$ cat src/rtl/reg_seq_pkg.sv
// ============================================================================
// Module      : reg_seq_pkg
// Description : Shared types and constants for the register-file sequencer.
// Revision    : 1.0 - initial release
// ============================================================================
`default_nettype none

package reg_seq_pkg;

  localparam int SEQ_DATA_W = 32;
  localparam int SEQ_ADDR_W = 5;
  localparam int SEQ_DEPTH  = 1 << SEQ_ADDR_W;

  localparam logic OP_DUMP = 1'b0;
  localparam logic OP_LOAD = 1'b1;

  typedef enum logic [2:0] {
    ST_IDLE  = 3'd0,
    ST_LOAD  = 3'd1,
    ST_DUMP  = 3'd2,
    ST_DRAIN = 3'd3,
    ST_FIN   = 3'd4
  } state_e;

endpackage

`default_nettype wire

$ cat src/rtl/reg_seq_out_slot.sv
// ============================================================================
// Module      : reg_seq_out_slot
// Description : One-entry valid/ready holding register for dump beats.
// Revision    : 1.0 - initial release
// ============================================================================
`default_nettype none

module reg_seq_out_slot
  import reg_seq_pkg::*;
#(
  parameter int DATA_W = SEQ_DATA_W,
  parameter int ADDR_W = SEQ_ADDR_W
) (
  input  logic              Clk,
  input  logic              Reset,
  input  logic              load_i,
  input  logic [DATA_W-1:0] data_i,
  input  logic [ADDR_W-1:0] addr_i,
  input  logic              ready_i,
  output logic              valid_o,
  output logic [DATA_W-1:0] data_o,
  output logic [ADDR_W-1:0] addr_o,
  output logic              free_o
);

  logic              valid_q;
  logic [DATA_W-1:0] data_q;
  logic [ADDR_W-1:0] addr_q;

  // A new beat may be loaded in the same cycle the current one is taken.
  assign free_o  = !valid_q || ready_i;
  assign valid_o = valid_q;
  assign data_o  = data_q;
  assign addr_o  = addr_q;

  always_ff @(posedge Clk or negedge Reset) begin
    if (!Reset) begin
      valid_q <= 1'b0;
      data_q  <= '0;
      addr_q  <= '0;
    end else if (load_i) begin
      valid_q <= 1'b1;
      data_q  <= data_i;
      addr_q  <= addr_i;
    end else if (ready_i) begin
      valid_q <= 1'b0;
    end
  end

endmodule

`default_nettype wire

$ cat src/rtl/reg_file_sequencer.sv
// ============================================================================
// Module      : reg_file_sequencer
// Description : Bulk load/dump initiator for the 32x32 CPU register file.
// Revision    : 1.0 - initial release
// ============================================================================
`default_nettype none

module reg_file_sequencer
  import reg_seq_pkg::*;
#(
  parameter int DATA_W = SEQ_DATA_W,
  parameter int ADDR_W = SEQ_ADDR_W,
  parameter int DEPTH  = SEQ_DEPTH
) (
  input  logic              Clk,
  input  logic              Reset,
  input  logic              Cmd_Valid,
  output logic              Cmd_Ready,
  input  logic              Cmd_Op,
  input  logic [ADDR_W-1:0] Cmd_Start,
  input  logic [ADDR_W:0]   Cmd_Count,
  input  logic [DATA_W-1:0] Load_Data,
  input  logic              Load_Valid,
  output logic              Load_Ready,
  output logic [DATA_W-1:0] Dump_Data,
  output logic [ADDR_W-1:0] Dump_Addr,
  output logic              Dump_Valid,
  input  logic              Dump_Ready,
  output logic [ADDR_W-1:0] R_Addr_A,
  input  logic [DATA_W-1:0] R_Data_A,
  output logic [ADDR_W-1:0] W_Addr,
  output logic [DATA_W-1:0] W_Data,
  output logic              Write_Reg,
  output logic              Busy,
  output logic              Done
);

  localparam logic [ADDR_W:0] MAX_COUNT = (ADDR_W + 1)'(DEPTH);
  localparam logic [ADDR_W:0] REM_LAST  = (ADDR_W + 1)'(1);

  state_e            state_q, state_d;
  logic [ADDR_W-1:0] addr_q, addr_d;
  logic [ADDR_W:0]   rem_q, rem_d;
  logic              wr_q, wr_d;
  logic [ADDR_W-1:0] waddr_q, waddr_d;
  logic [DATA_W-1:0] wdata_q, wdata_d;
  logic [ADDR_W-1:0] raddr_q, raddr_d;
  logic [ADDR_W:0]   count_clamped;
  logic              capture;
  logic              slot_free;

  assign count_clamped = (Cmd_Count > MAX_COUNT) ? MAX_COUNT : Cmd_Count;

  assign Cmd_Ready  = (state_q == ST_IDLE);
  assign Load_Ready = (state_q == ST_LOAD);
  assign Busy       = (state_q != ST_IDLE);
  assign Done       = (state_q == ST_FIN);
  assign W_Addr     = waddr_q;
  assign W_Data     = wdata_q;
  assign Write_Reg  = wr_q;

  // The file reads combinationally, so the live address is presented in DUMP;
  // elsewhere the last presented address is simply held.
  assign R_Addr_A = (state_q == ST_DUMP) ? addr_q : raddr_q;
  assign raddr_d  = R_Addr_A;

  always_comb begin
    state_d = state_q;
    addr_d  = addr_q;
    rem_d   = rem_q;
    wr_d    = 1'b0;
    waddr_d = waddr_q;
    wdata_d = wdata_q;
    capture = 1'b0;

    case (state_q)
      ST_IDLE: begin
        if (Cmd_Valid) begin
          addr_d = Cmd_Start;
          rem_d  = count_clamped;
          if (count_clamped == '0) begin
            state_d = ST_FIN;
          end else begin
            case (Cmd_Op)
              OP_LOAD: state_d = ST_LOAD;
              OP_DUMP: state_d = ST_DUMP;
              default: state_d = ST_IDLE;
            endcase
          end
        end
      end

      ST_LOAD: begin
        if (Load_Valid) begin
          wr_d    = 1'b1;
          waddr_d = addr_q;
          wdata_d = Load_Data;
          addr_d  = addr_q + ADDR_W'(1);
          rem_d   = rem_q - REM_LAST;
          if (rem_q == REM_LAST) state_d = ST_FIN;
        end
      end

      ST_DUMP: begin
        if (slot_free) begin
          capture = 1'b1;
          addr_d  = addr_q + ADDR_W'(1);
          rem_d   = rem_q - REM_LAST;
          if (rem_q == REM_LAST) state_d = ST_DRAIN;
        end
      end

      ST_DRAIN: begin
        if (Dump_Valid && Dump_Ready) state_d = ST_FIN;
      end

      ST_FIN: state_d = ST_IDLE;

      default: state_d = ST_IDLE;
    endcase
  end

  always_ff @(posedge Clk or negedge Reset) begin
    if (!Reset) begin
      state_q <= ST_IDLE;
      addr_q  <= '0;
      rem_q   <= '0;
      wr_q    <= 1'b0;
      waddr_q <= '0;
      wdata_q <= '0;
      raddr_q <= '0;
    end else begin
      state_q <= state_d;
      addr_q  <= addr_d;
      rem_q   <= rem_d;
      wr_q    <= wr_d;
      waddr_q <= waddr_d;
      wdata_q <= wdata_d;
      raddr_q <= raddr_d;
    end
  end

  reg_seq_out_slot #(
    .DATA_W (DATA_W),
    .ADDR_W (ADDR_W)
  ) u_out_slot (
    .Clk     (Clk),
    .Reset   (Reset),
    .load_i  (capture),
    .data_i  (R_Data_A),
    .addr_i  (addr_q),
    .ready_i (Dump_Ready),
    .valid_o (Dump_Valid),
    .data_o  (Dump_Data),
    .addr_o  (Dump_Addr),
    .free_o  (slot_free)
  );

endmodule

`default_nettype wire

$ cat config.mk
export PLATFORM = sky130hd
export DESIGN_NAME = reg_file_sequencer
export DESIGN_NICKNAME = d
export VERILOG_FILES = /design/src/rtl/reg_seq_pkg.sv /design/src/rtl/reg_seq_out_slot.sv /design/src/rtl/reg_file_sequencer.sv
export SDC_FILE = /design/constraint.sdc
export NUM_CORES = 1
export LEC_CHECK = 0
export ABC_CLOCK_PERIOD_IN_PS = 1900
export BUFFER_PORTS_ARGS = -buffer_cell sky130_fd_sc_hd__buf_2
export CAP_MARGIN = 20
export CORE_AREA = 2 2 92 102
export DETAILED_ROUTE_END_ITERATION = 10
export DIE_AREA = 0 0 94 104
export PLACE_DENSITY_LB_ADDON = 0.12
export SYNTH_ARGS = -nofsm -noshare
export SYNTH_HDL_FRONTEND = slang
export SYNTH_SLANG_ARGS = --single-unit
$ cat constraint.sdc
create_clock -name Clk -period 1.9 [get_ports Clk]
set_input_delay 0.38 -clock Clk [delete_from_list [all_inputs] [get_ports Clk]]
set_output_delay 0.38 -clock Clk [all_outputs]
set_load 0.02 [all_outputs]
# Yosys cells after proc, flatten, opt, wreduce, memory -nomap -nowiden

Index checks and enable logic that the tools add are counted.

Register bits after elaboration: 95
Output and inout bits: 85

$add $sub $neg: 2
Magnitude comparators: 1
Equal/unequal tests: 11
Mux-type cells: 25
Bitwise gates (word level): 1
Reduce and logical (&&, ||, !) cells: 11

Operators with widths:

| kind                                                                    | count |
|---|---|
| 6-bit two-way mux                                                       | 4 |
| 3-bit two-way mux                                                       | 7 |
| 5-bit two-way mux                                                       | 4 |
| 6-bit case mux with 3 select lines                                      | 1 |
| 5-bit case mux with 3 select lines                                      | 1 |
| 3-bit case mux with 4 select lines                                      | 1 |
| 2-bit inequality test, second input constant                            | 4 |
| 3-bit by 2-bit == test with 1-bit output, second input constant         | 2 |
| 6-bit by 1-bit == test with 1-bit output, second input constant         | 1 |
| 6-bit greater-than comparator, second input constant                    | 1 |
| 6-bit zero test                                                         | 1 |
| 1-bit two-way mux                                                       | 6 |
| 3-bit case mux with 2 select lines                                      | 1 |
| 6-bit AND reduction                                                     | 1 |
| 3-bit nonzero test                                                      | 2 |
| 6-bit by 1-bit subtractor with 6-bit output, second input constant      | 1 |
| 5-bit by 1-bit adder with 5-bit output, second input constant           | 1 |
| 2-bit by 1-bit inequality test with 1-bit output, second input constant | 2 |
| 4-bit AND reduction                                                     | 1 |
| 3-bit by 1-bit == test with 1-bit output, second input constant         | 1 |
| 3-bit == test, second input constant                                    | 1 |
| 3-bit zero test                                                         | 1 |
| 2-bit AND reduction                                                     | 1 |
| 2-bit nonzero test                                                      | 1 |
| 4 further kinds                                                         | 4 |

# Longest topological paths before layout

Depth after elaboration: 6
Mapped depth: 7
Mapped depth without buffers: 6

# Cells and area by module

Synthesis repeated with hierarchy kept, for this count alone.

Cells, all modules: 283
Area, all modules: 4124.0 um^2

By module, submodules not included:

| module             | instances | cells an instance | area an instance (um^2) |
|---|---|---|---|
| reg_file_sequencer | 1         | 202               | 2633.8 |
| reg_seq_out_slot   | 1         | 81                | 1490.2 |

# Worst setup path before layout

Ideal clock, no wire load.

Kind: register to register
Start point: reg state_q[2]
End point: reg wdata_q[18], in the netlist W_Data[18]
Setup time: 0.125 ns
Arrival time: 1.815 ns
Data required time: 1.775 ns
Setup slack: -0.040 ns
Cell stages (with the launch flop): 8
Buffers on the path: 3
Cell sequence: dfrtp_1 -> buf_2 -> nand2b_1 -> nor2_1 -> and2_1 -> buf_4 -> buf_4 -> mux2_2

Longest elaborated chain between the ends: 2

RTL lines:

| element                                  | line                      | text |
|---|---|---|
| start: declaration                       | reg_file_sequencer.sv:41  | `state_e state_q, state_d;` |
| start signal: assignment                 | reg_file_sequencer.sv:133 | `state_q <= state_d;` |
| 3-bit by 1-bit == test with 1-bit output | n/a                       |  |
| net Load_Ready                           | reg_file_sequencer.sv:24  | `output logic Load_Ready,` |
| 2-bit AND reduction (no line)            | n/a                       |  |
| end signal: assignment                   | reg_file_sequencer.sv:138 | `wdata_q <= wdata_d;` |
| end: declaration                         | reg_file_sequencer.sv:46  | `logic [DATA_W-1:0] wdata_q, wdata_d;` |

The timed path passes the listed nets, and every way through them passes these cells.
A chain may end at the register's enable or synchronous reset.

# Worst setup path in the final report

Start point: reg state_q[1]
End point: out R_Addr_A[1]

Longest elaborated chain between the ends: 2

RTL lines:

| element                                  | line                     | text |
|---|---|---|
| 3-bit by 2-bit == test with 1-bit output | reg_file_sequencer.sv:64 | `assign R_Addr_A = (state_q == ST_DUMP) ? addr_q : raddr_q;` |
| 5-bit two-way mux                        | reg_file_sequencer.sv:64 |  |
| end: declaration                         | reg_file_sequencer.sv:29 | `output logic [ADDR_W-1:0] R_Addr_A,` |

Every way passes these cells.

==> impl_metrics.tcl <==
set metrics [dict create \
    run_status "finished with violations" \
    violations "negative setup slack" \
    fin_max_slew_vios 0 \
    synth_area_um2 4180 \
    num-nets-final 551 \
    timing.final.crit_share 1.04 \
    initial_core_util 0.476 \
    avgRoutedWirePerCell_um 15.8 \
    worst-slew-pin-transition_ns 0.426 \
    maximum_number_of_pins_on_one_net_before_global_route_repair 35 \
    fp.coreArea_um2 8780 \
    setup.worst_path.start_class "register" \
    grt_first_pass_wirelength_mm 14.6 \
    number_of_iterations_in_the_first_detailed_routing_pass 5 \
    synth.area.mux_share 0.255 \
    route.vias.total 2979 \
    layout_min_cycle_time_ns 1.97 \
    asyncSetResetFlopFracSynth 1.00 \
    die_height_um 104 \
    slew_headroom 0.713 \
    placement.setup.worst_slack_ns 0.0721 \
    dieArea_um2 9780 \
    worstSetupPathType "register to primary output" \
    synthDominantAreaCellType "sky130_fd_sc_hd__dfrtp_1" \
    hold_viol 0 \
    cp_max_fo 6 \
    synthCells 286 \
    min_from "R_Data_A[11]" \
    synth_cell_types 50 \
    post_synth.cell_area_avg_um2 14.6 \
    synth-warning-count 0 \
    synth-adder-area-share 0.00898 \
    drtIter0Drc 78 \
    tritoncts_buffer_count 9 \
    post_drt_via_cell_ratio 5.09 \
    drt_drc_violations_left 0 \
    worst_setup_path_end_kind "primary output" \
    critical_path_required_ns 1.52 \
    hpwl_after_detailed_placement_mm 6.90 \
    clk-insertion-delay-late_ns 0.35 \
    antenna-diode-count 0 \
    clkSlewWorstSetupHoldPaths_ns 0.09 \
    synthSimpleGateAreaFrac 0.0658 \
    antenna_violations_before_repair 0 \
    fp.dieW_um 94 \
    drive_above_1_share 0.633 \
    clock_path_buffers 2 \
    achievable-frequency_mhz 507 \
    cts_max_level 3 \
    flow.area_growth_from_synthesis_pct 32.3 \
    synthXorXnorAreaFrac 0.00389 \
    ir_worst_vdd_mv 1.07 \
    ys.flop_type "sky130_fd_sc_hd__dfrtp_1" \
    clock_sink_count 95 \
    post_synth_main_area_contributors "sky130_fd_sc_hd__dfrtp_1 57%, sky130_fd_sc_hd__mux2_2 13%, sky130_fd_sc_hd__mux2_4 11%" \
    complex_gate_fraction_of_the_synthesized_area 0.0598 \
    synth_fp_nets 370 \
    leakagePower_nw 2.81 \
    detail-route-antenna-nets 0 \
    timing.max_cap.violations 0 \
    regToRegStartpoint "rem_q[1]" \
    area_of_all_sequential_standard_cells_um2 2380 \
    worstSetupStartpoint "state_q[1]" \
    postLayoutSetupSlackWorst_ns -0.0713 \
    ioPinCount 166 \
    fin_skew_ns 0.0102 \
    fp-row-count 36 \
    final.fill_count 708 \
    cp.arrival_ns 1.59 \
    power.density_nw_per_um2 1970 \
    setup_viol 5 \
    dp.cells 565 \
    hp-class "primary input to register" \
    synth-edff-count 0 \
    synth.ff_latch_count 95 \
    final.hold.worst_slack_ns 0.252 \
    clock_tree_from_tritoncts "done" \
    setup_total_negative_slack_ns -0.342 \
    finalWirelength_mm 9.27 \
    largest_family_of_logic_cells_by_synthesized_area "multiplexers" \
    multi_input_comb_area_um2 1710 \
    weighted_congestion_at_the_end_of_routability_driven_global_placement 0.842 \
    number_of_global_route_vias_before_repair 3017 \
    seq_area_frac_synth 0.569 \
    fin_util 0.630 \
    gr-usage-all-layers 0.191 \
    yosys.area.top_type_share 0.569 \
    port_buffers 165 \
    clock-root-buffer "sky130_fd_sc_hd__clkbuf_8" \
    overflow 0 \
    final_cells 585 \
    grt_setup_unrepaired "true" \
]
==> cell usage after synthesis, types with 2 or more instances <==
library cell and instances:
sky130_fd_sc_hd__dfrtp_1 95, sky130_fd_sc_hd__mux2_2 50, sky130_fd_sc_hd__mux2_4 30, sky130_fd_sc_hd__inv_1 9, sky130_fd_sc_hd__o21ai_0 8, sky130_fd_sc_hd__nor2_1 7, sky130_fd_sc_hd__buf_6 6, sky130_fd_sc_hd__a211oi_1 4
sky130_fd_sc_hd__buf_4 4, sky130_fd_sc_hd__mux2i_1 4, sky130_fd_sc_hd__nand2_1 4, sky130_fd_sc_hd__nor3_1 4, sky130_fd_sc_hd__and3_1 3, sky130_fd_sc_hd__buf_2 3, sky130_fd_sc_hd__ha_1 3, sky130_fd_sc_hd__nand2b_1 3
sky130_fd_sc_hd__o31ai_1 3, sky130_fd_sc_hd__a211o_1 2, sky130_fd_sc_hd__a21oi_1 2, sky130_fd_sc_hd__a31oi_1 2, sky130_fd_sc_hd__and2_1 2, sky130_fd_sc_hd__clkbuf_1 2, sky130_fd_sc_hd__nand3_1 2, sky130_fd_sc_hd__nor4_1 2
sky130_fd_sc_hd__nor4_2 2, sky130_fd_sc_hd__nor4b_1 2, sky130_fd_sc_hd__o22ai_1 2, sky130_fd_sc_hd__o32a_1 2, sky130_fd_sc_hd__or2_1 2, sky130_fd_sc_hd__or3_1 2
==> layout make-up <==
| class | instances | share of cell area |
|---|---|---|
| Multi-Input combinational cell | 166 | 0.310 |
| Clock buffer | 10 | 0.0249 |
| Clock inverter | 5 | 0.00611 |
| Timing Repair Buffer | 185 | 0.197 |
| Sequential cell | 95 | 0.430 |
| Inverter | 10 | 0.00679 |
| Tap cell | 114 | 0.0258 |
==> critical path, stage by stage, from the launching register on <==
cell	delay, ns
sky130_fd_sc_hd__dfrtp_1	0.39
sky130_fd_sc_hd__inv_2	0.07
sky130_fd_sc_hd__nor3_4	0.19
sky130_fd_sc_hd__buf_12	0.15
sky130_fd_sc_hd__mux2_4	0.31
sky130_fd_sc_hd__buf_6	0.13
==> cells by family after synthesis <==
kind of cell	after synthesis
xor+xnor	1
mux	85
simple gates	43
flops	95
compound gates	34
fa+ha+maj	3
buf+inv	25
==> per-layer routing <==
metal / wire length (µm) / up-vias / track usage
met5: 0 / - / 0
met4: 141 / 0 / 0.0714
met3: 621 / 14 / 0.0449
met2: 4510 / 130 / 0.303
met1: 4000 / 1439 / 0.254
li1: - / 1396 / -
==> repair_timing <==
action,in CTS,in global routing
resized for setup,17,9
gates cloned,0,0
pin swaps,1,0
setup endpoints to repair,6,12
hold endpoints to repair,28,0
hold buffers,1,0
setup buffers,4,0
==> power by group <==
part,internal (mW),total [mW],switching [mW]
Sequential,3.06,3.67,0.607
Combinational,2.93,6.05,3.12
Clock,0.504,1.18,0.678
Total,6.49,10.9,4.40
==> worst paths after layout <==
check / end / slack [ns] / cells past startpoint
hold / removal: u_out_slot.data_o[11] / 0.25 / 2
setup reg to reg: state_q[1] / 0.05 / 6
setup / recovery: R_Addr_A[1] / -0.07 / 5
min in group asynchronous: u_out_slot.data_o[5] / 0.50 / 2
hold reg to reg: W_Data[22] / 0.50 / 1
max in group asynchronous: state_q[2] / 0.87 / 3
==> registers in the layout, summed over array words and instances (netlist names), 3 cells and up <==
signal and flops:
u_out_slot.data_o 32, W_Addr 5, raddr_q 5, addr_q 5
rem_q 6, W_Data 32, state_q 3, u_out_slot.addr_o 5
==> cell usage in the layout, fill, tap and decap left out, types with 3 or more instances in the layout <==
master,n
sky130_fd_sc_hd__ha_1,3
sky130_fd_sc_hd__mux2_2,45
sky130_fd_sc_hd__o31ai_1,3
sky130_fd_sc_hd__nor3_1,4
sky130_fd_sc_hd__nand2_1,4
sky130_fd_sc_hd__o21ai_0,8
sky130_fd_sc_hd__a211oi_1,4
sky130_fd_sc_hd__buf_4,14
sky130_fd_sc_hd__inv_1,9
sky130_fd_sc_hd__nor2_1,5
sky130_fd_sc_hd__dfrtp_1,93
sky130_fd_sc_hd__buf_6,5
sky130_fd_sc_hd__mux2i_1,4
sky130_fd_sc_hd__mux2_4,35
sky130_fd_sc_hd__buf_2,159
sky130_fd_sc_hd__clkbuf_8,10
sky130_fd_sc_hd__and3_1,3
sky130_fd_sc_hd__nand2b_1,3
sky130_fd_sc_hd__buf_12,6
==> stage by stage <==
step                      instance area, µm²  power, mW
after global routing                    5530       11.6
after detailed placement                5210       9.44
after floorplan                         4180       7.67
after global placement                  5210       9.30
after CTS                               5490       10.9
final                                   5530       10.9
No activity file was read; power rests on OpenSTA's default activity.
